$ cat src/rtl/affine_tap_accumulator.sv
// affine_tap_accumulator: signs and accumulates the selected MCM product per tap,
// then rounds, shifts and clips the packet sum into an unsigned output sample.
module affine_tap_accumulator #(
   parameter int NTAPS = 6,
   parameter int IN_W  = 16,
   parameter int ACC_W = 20,
   parameter int SHIFT = 4,
   parameter int OUT_W = 8
) (
   input  logic                    clk,
   input  logic                    rst_n,
   input  logic                    in_valid,
   output logic                    in_ready,
   input  logic                    in_first,
   input  logic                    in_last,
   input  logic [2:0]              in_coef_mag,
   input  logic                    in_coef_neg,
   input  logic signed [IN_W-1:0]  y1,
   input  logic signed [IN_W-1:0]  y2,
   input  logic signed [IN_W-1:0]  y3,
   input  logic signed [IN_W-1:0]  y4,
   output logic                    out_valid,
   input  logic                    out_ready,
   output logic [OUT_W-1:0]        out_data,
   output logic [ACC_W-1:0]        out_raw,
   output logic                    out_err
);
   typedef enum logic [1:0] {IDLE, ACCUM, HOLD} state_t;
   state_t                  r_state, w_state_nxt;
   logic signed [ACC_W-1:0] r_acc, w_acc_nxt, w_sel, w_term, w_rnd, w_shr;
   logic [2:0]              r_cnt, w_cnt_nxt;
   logic                    r_err, w_err_nxt, w_take, w_bad, w_load;
   logic [OUT_W-1:0]        r_data, w_clip;
   logic [ACC_W-1:0]        r_raw;
   logic                    r_oerr;

   assign out_valid = r_state == HOLD;
   assign in_ready  = !out_valid;
   assign out_data  = r_data;
   assign out_raw   = r_raw;
   assign out_err   = r_oerr;
   assign w_take    = in_valid & in_ready;
   assign w_bad     = in_coef_mag > 3'd4;

   always_comb begin
      w_sel = in_coef_mag == 3'd1 ? ACC_W'(y1) :
              in_coef_mag == 3'd2 ? ACC_W'(y2) :
              in_coef_mag == 3'd3 ? ACC_W'(y3) :
              in_coef_mag == 3'd4 ? ACC_W'(y4) : '0;
      w_term = in_coef_neg ? -w_sel : w_sel;
   end

   // in_first always restarts a packet; reaching it from ACCUM marks the new packet bad
   always_comb begin
      w_state_nxt = r_state;
      w_acc_nxt   = r_acc;
      w_cnt_nxt   = r_cnt;
      w_err_nxt   = r_err;
      w_load      = 1'b0;
      if (w_take && (in_first || r_state == ACCUM)) begin
         w_acc_nxt   = in_first ? w_term : r_acc + w_term;
         w_cnt_nxt   = in_first ? 3'd1 : r_cnt + 3'(r_cnt != 3'd7);
         w_err_nxt   = w_bad | (in_first ? r_state == ACCUM : r_err);
         w_state_nxt = in_last ? HOLD : ACCUM;
         w_load      = in_last;
      end else if (r_state == HOLD && out_ready) begin
         w_state_nxt = IDLE;
      end
   end

   always_comb begin
      w_rnd  = w_acc_nxt + ACC_W'(1 << (SHIFT - 1));
      w_shr  = w_rnd >>> SHIFT;
      w_clip = w_shr[ACC_W-1] ? '0 : |w_shr[ACC_W-1:OUT_W] ? '1 : w_shr[OUT_W-1:0];
   end

   always_ff @(posedge clk or negedge rst_n) begin
      if (!rst_n) begin
         r_state <= IDLE;
         r_acc   <= '0;
         r_cnt   <= '0;
         r_err   <= 1'b0;
         r_data  <= '0;
         r_raw   <= '0;
         r_oerr  <= 1'b0;
      end else begin
         r_state <= w_state_nxt;
         r_acc   <= w_acc_nxt;
         r_cnt   <= w_cnt_nxt;
         r_err   <= w_err_nxt;
         if (w_load) begin
            r_data <= w_clip;
            r_raw  <= w_acc_nxt;
            r_oerr <= w_err_nxt | (w_cnt_nxt != 3'(NTAPS));
         end
      end
   end
endmodule
$ cat config.mk
export PLATFORM = sky130hd
export DESIGN_NAME = affine_tap_accumulator
export DESIGN_NICKNAME = d
export VERILOG_FILES = /design/src/rtl/affine_tap_accumulator.sv
export SDC_FILE = /design/constraint.sdc
export NUM_CORES = 1
export LEC_CHECK = 0
export ABC_AREA = 1
export BUFFER_PORTS_ARGS = -buffer_cell sky130_fd_sc_hd__buf_2
export CAP_MARGIN = 20
export CORE_UTILIZATION = 30
export CTS_CLUSTER_DIAMETER = 30
export DETAILED_ROUTE_END_ITERATION = 8
export PLACE_DENSITY = 0.51
export SETUP_SLACK_MARGIN = 0.4
export SYNTH_ARGS = -nofsm -noshare
export SYNTH_HDL_FRONTEND = slang
export SYNTH_SLANG_ARGS = --single-unit
$ cat constraint.sdc
create_clock -name clk -period 6.05 [get_ports clk]
set_input_delay 0.3025 -clock clk [delete_from_list [all_inputs] [get_ports clk]]
set_output_delay 0.3025 -clock clk [all_outputs]
set_load 0.05 [all_outputs]
Word level (Yosys, flattened, before mapping)
Index checks and enable logic that the tools add are counted.
Word-level totals
  register bits after elaboration: 55
  input bits: 74
Operators by class
  add/subtract/negate cells: 4
  $lt $le $gt $ge: 1
  equal/unequal tests: 8
  mux-type cells: 17
  bitwise gates (word level): 3
  reduce and logical (&&, ||, !) cells: 6
Operator list (number)
  two-way mux 20 bit: 7
  adder 20 bit: 1
  adder 20 x 5 -> 20 bit (second input constant): 1
  negator 20 bit: 1
  two-way mux 8 bit: 2
  OR reduction 8 bit: 1
  equality test 3 x 2 -> 1 bit (second input constant): 2
  two-way mux 2 bit: 3
  two-way mux 3 bit: 2
  inequality test 3 bit (second input constant): 2
  adder 3 x 1 -> 3 bit: 1
  equality test 3 x 1 -> 1 bit (second input constant): 1
  equality test 3 bit (second input constant): 1
  greater-than comparator 3 bit (second input constant): 1
  two-way mux 1 bit: 3
  equality test 2 x 1 -> 1 bit (second input constant): 1
  equality test 2 bit (second input constant): 1
  logical AND 1 bit: 2
  bitwise OR 1 bit: 2
  nonzero test 2 bit: 1
  AND 1 bit: 1
  logical NOT 1 bit: 1
  logical OR 1 bit: 1

Logic depth before layout (Yosys ltp)
Gate-level depths: netlist of the first run.
  depth after elaboration: 14
  depth in mapped cells: 39

Least setup slack after synthesis of the first run
OpenSTA, ideal clock, no wires.
  path kind: input to register
  from: input port in_coef_mag[2]
  to: register r_data[0] (netlist: out_data[0])
  library setup time: 0.118 ns
  arrival: 3.975 ns
  data required time: 5.932 ns
  setup slack: 1.958 ns
  cell stages on the path: 31
  path buffers: 2
  path through: buf_4 -> nor2_1 -> buf_6 -> nand3_1 -> nand3_1 -> nor2_2 -> ha_1 -> or2_2 -> xnor2_1 -> inv_1 -> ha_1 -> nand3_1 -> nand3_1 -> nand2_1 -> nand3_1 -> nand2_1 -> nand2_1 -> a21oi_1 -> or2_2 -> nand3_1 -> nand3_4 -> inv_2 -> nand2_1 -> nor2_4 -> nand4_2 -> nand2_2 -> nand2_4 -> nor2_8 -> nand3_1 -> nand2_1 -> nand2_1
On the way
  cells in the longest elaborated chain, start to end: 14
  elaborated cells between the ends (all ways): 17
  classes of those cells: add/sub: 3; eq/ne: 4; mux: 9; reduce/logical: 1
RTL lines
  start: declaration: RTL line 16  | input logic [2:0] in_coef_mag,
  equality test 3 bit: RTL line 49  | in_coef_mag == 3'd4 ? ACC_W'(y4) : '0;
  two-way mux 20 bit: RTL line 49
  two-way mux 20 bit: RTL line 48  | in_coef_mag == 3'd3 ? ACC_W'(y3) :
  two-way mux 20 bit: RTL line 47  | in_coef_mag == 3'd2 ? ACC_W'(y2) :
  two-way mux 20 bit *: RTL line 46  | w_sel = in_coef_mag == 3'd1 ? ACC_W'(y1) :
  negator 20 bit: RTL line 50  | w_term = in_coef_neg ? -w_sel : w_sel;
  two-way mux 20 bit *: RTL line 50
  adder 20 bit: RTL line 61  | w_acc_nxt = in_first ? w_term : r_acc + w_term;
  two-way mux 20 bit *: RTL line 61
  two-way mux 20 bit *: RTL line 60  | if (w_take && (in_first || r_state == ACCUM)) begin
  via w_acc_nxt[13]: RTL line 30  | logic signed [ACC_W-1:0] r_acc, w_acc_nxt, w_sel, w_term, w_rnd, w_shr;
  adder 20 x 5 -> 20 bit *: RTL line 72  | w_rnd = w_acc_nxt + ACC_W'(1 << (SHIFT - 1));
  OR reduction 8 bit: RTL line 74  | w_clip = w_shr[ACC_W-1] ? '0 : |w_shr[ACC_W-1:OUT_W] ? '1 : w_shr[OUT_W-1:0];
  two-way mux 8 bit: RTL line 74
  two-way mux 8 bit *: RTL line 74
  end signal: assignment: RTL line 92  | r_data <= w_clip;
  end: declaration: RTL line 33  | logic [OUT_W-1:0] r_data, w_clip;
The timed path passes the listed nets; every way through them passes the cells marked *.
A chain may end at the register's enable or synchronous reset.

Worst setup path in the final report of the first run
  from: input port in_coef_mag[1]
  to: register r_data[2] (netlist: out_data[2])
On the way
  cells in the longest elaborated chain, start to end: 14
  elaborated cells between the ends (all ways): 17
  classes of those cells: add/sub: 3; eq/ne: 4; mux: 9; reduce/logical: 1
RTL lines (RTL line)
  equality test 3 bit: 49
  two-way mux 20 bit: 49
  two-way mux 20 bit: 48
  two-way mux 20 bit: 47
  two-way mux 20 bit *: 46
  negator 20 bit: 50
  two-way mux 20 bit *: 50
  adder 20 bit: 61
  two-way mux 20 bit *: 61
  two-way mux 20 bit *: 60
  adder 20 x 5 -> 20 bit *: 72
  OR reduction 8 bit: 74
  two-way mux 8 bit: 74
  two-way mux 8 bit *: 74
Mark *: on every way between the ends. The rest lies on a longest branch, timed or not.

==> flow_summary.json, run 1 <==
{
  "status": "completed",
  "die_h_um": 139,
  "drt-total-wl_mm": 16.9,
  "cp_slowest_cell": "buf_2",
  "yosysTopAreaCell": "dfrtp_1",
  "ir_drop_v": 0.000215,
  "yosysWarnings": 0,
  "ios": 105,
  "cts_max_path_buffers": 2,
  "netlist_instances": 838,
  "r2r_slack_ns": 2.18,
  "stdcell_area_um2": 6460,
  "post-route-period-util": 0.831,
  "clk_pin_slew_worst_paths_ns": 0.07,
  "layout_common_cells": "nand2_1 (212), buf_2 (104), nand3_1 (102)",
  "drc": 0,
  "multi_input_area_um2": 3680,
  "hold_class": "in -> async",
  "start_kind": "input pin",
  "drive_above_1_share": 0.241,
  "drt_iter0_drc": 350,
  "critPathRequiredTime_ns": 6.23,
  "r2r_start": "r_state[0]",
  "clock_skew_ns": 0.00897,
  "fmax_ghz": 0.199,
  "detail-route-antenna-nets": 0,
  "htreeDepth": 2,
  "drtPass1Iterations": 7,
  "synth-seq-area-share": 0.245,
  "max_stage_delay_ns": 0.38,
  "setup_tns_ns": 0,
  "ys.flop_type": "dfrtp_1",
  "port_buffers": 104,
  "final_common_cell": "nand2_1",
  "maxCapViolations": 0,
  "p_per_area_nw_per_um2": 467,
  "avgRoutedWirePerCell_um": 14.6,
  "relSlewSlack": 0.458,
  "grt_max_degree": 56,
  "synth_nets": 938,
  "hpwl_mm": 13.7,
  "nNetsFinal": 1029,
  "path_class": "in -> reg",
  "insertion_delay_ns": 0.30,
  "clock_sinks": 55,
  "synthTopCellsByArea": "dfrtp_1 (24%), nand2_1 (14%), nand3_1 (9.1%)",
  "num_vias": 5789,
  "nFillCells": 1993,
  "place_congestion": 0.893,
  "netlist_area_um2": 5620,
  "synthToLayoutAreaGrowth_pct": 15.0,
  "synth_top_area_share": 0.245,
  "tritoncts": "yes",
  "r2r_end": "out_data[2]",
  "synth-async-reset-ratio": 1.00,
  "critPathCaptureType": "flop",
  "slew_viol_final": 0,
  "reg2reg_depth": 21,
  "ys_types": 44,
  "grt_pass1_wl_mm": 28.5,
  "critical_path_peak_fanout": 20,
  "syn_area_per_cell_um2": 6.71,
  "period_needed_ns": 5.03,
  "rows": 49,
  "cp-startpoint": "in_coef_mag[1]",
  "setup_viol": 0,
  "diodes": 0,
  "synth-edff-count": 0,
  "grt_pass1_vias": 5751,
  "place_inst": 1150,
  "hold_viol": 0,
  "vias_per_cell": 4.99,
  "seqCellArea_um2": 1380,
  "placed_cell_area_um2": 6290,
  "leakagePower_nw": 3.46,
  "initial_core_util": 0.310,
  "antenna_found_initial": 0,
  "die_area_um2": 19300,
  "globalRouteTotalUtil": 0.182,
  "cts_buffers": 5,
  "worstPathArrival_ns": 5.21,
  "coreArea_um2": 18100,
  "cpMostUsedCell": "nand3_1",
  "ys_seq_elements": 55,
  "root_buffer": "clkbuf_16",
  "layout.cells.non_filler": 1159,
  "rsz0062_at_grt": "false",
  "fp.dieW_um": 139,
  "holdBufCountCts": 0,
  "grt.overflow.total": 0,
  "worst_pin_slew_ns": 0.811
}
==> per-stage QoR <==
stage	setup WS [ns]	total power, mW	util	hold slack, ns
after CTS	1.04	3.04	0.355	0.184
after floorplan	1.96	2.22	-	0.00691
after global placement	0.812	2.71	0.347	0.465
final	1.02	3.02	0.356	0.148
after global routing	0.467	3.31	0.356	0.208
after detailed placement	0.748	2.71	0.347	0.465
==> logic make-up (layout without fill, tap and decap cells) <==
group	after synthesis	after routing	share of synthesized area
simple gates	530	530	0.496
fa+ha+maj	26	26	0.0592
xor+xnor	11	11	0.0171
flops	55	55	0.245
compound gates	86	86	0.0828
buf+inv	130	222	0.100
==> worst max-delay path by stage <==
| stage | end | slack (ns) | cells after the start |
|---|---|---|---|
| after floorplan | out_data[0] | 1.96 | 31 |
| after global placement | out_data[2] | 0.81 | 36 |
| after detailed placement | out_data[4] | 0.75 | 36 |
| after CTS | out_data[5] | 1.04 | 36 |
| after global routing | out_data[7] | 0.47 | 34 |
| final | out_data[2] | 1.02 | 32 |
==> worst max-delay path, delay by kind of cell <==
family / cells / cell delay, ns
compound gates: 1 / 0.09
fa+ha+maj: 2 / 0.60
simple gates: 24 / 3.02
xor+xnor: 1 / 0.21
buf+inv: 4 / 0.95
==> registers in the layout, summed over array words and instances, names as in the netlist <==
name / cells
r_err: 1
r_acc: 20
r_cnt: 3
out_raw: 20
out_err: 1
out_data: 8
r_state: 2
==> power breakdown <==
group          switching, mW  internal, mW  total, mW
registers              0.110         0.548      0.658
clock network          0.131         0.177      0.308
logic                   1.45         0.596       2.05
total                   1.70          1.32       3.02
==> timing repair <==
| item | 4_1_cts | 5_1_grt |
|---|---|---|
| endpoints found under the setup margin | 0 | 1 |
| buffers inserted | 0 | 1 |
| resized for setup | 0 | 1 |
==> cell type report <==
cell class                 instances  share of cell area
clock buffer                       8              0.0242
inverter                         104              0.0614
multi-input combinational        653               0.570
timing repair buffer             110              0.0875
sequential                        55               0.213
tap                              229              0.0443
==> metal layers <==
layer	up-vias	global-route usage	wire, um
li1	2969	-	-
met1	2689	0.250	8130
met2	119	0.311	7980
met3	12	0.0211	628
met4	0	0.0287	157
met5	-	0	0
==> cell usage after synthesis, types with 2 or more instances <==
cell type  instances
nor2_2            19
buf_4              3
a21oi_1           31
nor2_1            65
o21ai_1            2
nand3_1          102
ha_1              25
nor2_4            12
clkinv_1           2
nand3b_1           2
buf_1              3
nand4_1           53
nor2_8             2
buf_6              7
buf_2              8
inv_2              9
xor2_1             8
nand2_1          212
nor3_1             3
nand3_2           27
nand3_4            4
or2_2              6
inv_1             92
nand2_4            5
nand4_2            3
o22ai_1            3
o21ai_0           40
clkbuf_1           5
xnor2_1            3
nand2_2           14
dfrtp_1           55
Note: power is estimated with default switching activity, not from simulation.
==> run 2, diff against run 1 <==
Settings changed: PLACE_DENSITY 0.51 to 0.53.
Clock period 6.05 ns to 4.14 ns, I/O delays scaled along.
==> run 2 against run 1 <==
Effect of this change:
- global-route usage up 1.4 points
- register-to-register slack worse by 1.4 ns
- sequential power increased by 52%
- first-iteration DRC count decreased by 11%
- count of clock-buffer cells in the layout is 2 lower
- via count rose by 14%
- clock skew shrank 0.0020 ns
- critical path depth rose by 2
- design area is 39% higher
- combinational power rose by 130%
- hold slack got worse by 0.095 ns
- highest routed layer unchanged
==> flow_summary.json, run 2 (synthesis gave the netlist of run 1 again) <==
{
  "vias_per_cell": 4.91,
  "grt_pass1_vias": 6262,
  "r2r_end": "out_data[7]",
  "hpwl_mm": 14.7,
  "htreeDepth": 2,
  "layout.cells.non_filler": 1350,
  "cpMostUsedCell": "nand3_4",
  "setup_viol": 0,
  "r2r_slack_ns": 0.82,
  "initial_core_util": 0.310,
  "num_vias": 6623,
  "final_common_cell": "buf_4",
  "worstPathArrival_ns": 4.00,
  "clk_pin_slew_worst_paths_ns": 0.07,
  "fmax_ghz": 0.263,
  "ir_drop_v": 0.000309,
  "worst_pin_slew_ns": 0.756,
  "place_congestion": 0.866,
  "maxCapViolations": 0,
  "slew_viol_final": 0,
  "hold_viol": 0,
  "grt.overflow.total": 0,
  "period_needed_ns": 3.80,
  "critPathCaptureType": "flop",
  "coreArea_um2": 18100,
  "rsz0062_at_grt": "true",
  "rows": 49,
  "critPathRequiredTime_ns": 4.33,
  "drt_iter0_drc": 310,
  "status": "completed",
  "ios": 105,
  "port_buffers": 104,
  "holdBufCountCts": 0,
  "antenna_found_initial": 0,
  "cp_num_buf_inv": 7,
  "max_stage_delay_ns": 0.31,
  "tritoncts": "yes",
  "cp_top_family": "simple AND/OR/NAND/NOR gates",
  "drive_above_1_share": 0.514,
  "reg2reg_depth": 21,
  "insertion_delay_ns": 0.30,
  "globalRouteTotalUtil": 0.196,
  "clock_skew_ns": 0.00701,
  "grt_max_degree": 56,
  "post-route-period-util": 0.919,
  "final_util": 0.493,
  "r2r_start": "r_state[0]",
  "leakagePower_nw": 4.58,
  "relSlewSlack": 0.496,
  "clock_sinks": 55,
  "drt-total-wl_mm": 19.7,
  "root_buffer": "clkbuf_16",
  "hold_class": "in -> async",
  "fp.dieW_um": 139,
  "p_per_area_nw_per_um2": 687,
  "die_area_um2": 19300,
  "diodes": 0,
  "cp_slowest_cell": "ha_4",
  "cts_max_path_buffers": 2,
  "nNetsFinal": 1221,
  "place_inst": 1288,
  "start_kind": "input pin",
  "drtPass1Iterations": 7,
  "synthToLayoutAreaGrowth_pct": 59.2,
  "detail-route-antenna-nets": 0,
  "grt_pass1_wl_mm": 30.5,
  "path_class": "in -> reg",
  "avgRoutedWirePerCell_um": 14.6,
  "die_h_um": 139,
  "drc": 0,
  "cts_buffers": 5,
  "layout_common_cells": "buf_4 (185), nand2_1 (172), buf_2 (102)",
  "critical_path_peak_fanout": 8
}
==> run 2: changes by cell type in the layout (fill, tap and decap cells not counted), moves of 28 or more <==
| cell | change |
|---|---|
| buf_4 | +179 |
| nand3_1 | -42 |
| nand2_1 | -40 |
| nand3_2 | +34 |
| nand2_2 | +31 |
| nor2_1 | -28 |
==> run 2: timing repair <==
item	in CTS	in global routing
cloned	0	2
gates resized for setup	75	121
pin swaps	54	99
setup buffers	24	29
setup endpoints to repair	8	9
hold endpoints to repair	0	0
==> run 2: cell type report <==
type,instances,area [um2]
multi-input combinational,653,4630
fill,1828,9200
inverter,104,400
timing repair buffer,302,2100
sequential,55,1380
clock buffer,6,129
tap,229,287
clock inverter,1,30.0
==> run 2: stage by stage <==
stage	cell area [um2]	power, mW	hold slack [ns]	TNS [ns]	worst slack (ns)
floorplan	5830	3.41	-0.0886	0	0.405
global placement	7570	4.74	0.408	-1.14	-0.154
detailed placement	7570	4.75	0.411	-1.58	-0.219
CTS	8250	5.56	0.0887	0	0.346
global route	8950	6.59	0.136	0	0.0805
finish	8950	6.15	0.0526	0	0.335
==> run 2: how the worst max path moves through the flow <==
stage                              start           to  cells past startpoint
after global routing      in_coef_mag[2]  out_data[0]                     33
after floorplan           in_coef_mag[2]  out_data[0]                     28
after CTS                 in_coef_mag[1]  out_data[7]                     34
after detailed placement  in_coef_mag[1]  out_data[7]                     27
after global placement    in_coef_mag[1]  out_data[0]                     27
final                     in_coef_mag[0]  out_data[7]                     34
==> run 2: routing by layer <==
metal | vias to the layer above | part of all wire | track usage
li1 | 3367 | - | -
met1 | 3127 | 0.47 | 0.264
met2 | 110 | 0.49 | 0.345
met3 | 19 | 0.028 | 0.0173
met4 | 0 | 0.013 | 0.0316
met5 | - | 0 | 0
==> run 2: worst reg2reg max path: cells and delay by family, from the launching register on <==
family	cells	cell delay [ns]
compound gates	1	0.11
fa+ha+maj	1	0.22
flops	1	0.42
buf+inv	3	0.35
simple gates	16	2.13
==> run 2: power breakdown <==
group	total [mW]	switching (mW)	internal, mW
Clock	0.493	0.209	0.284
Combinational	4.65	2.76	1.90
Sequential	1.00	0.203	0.800
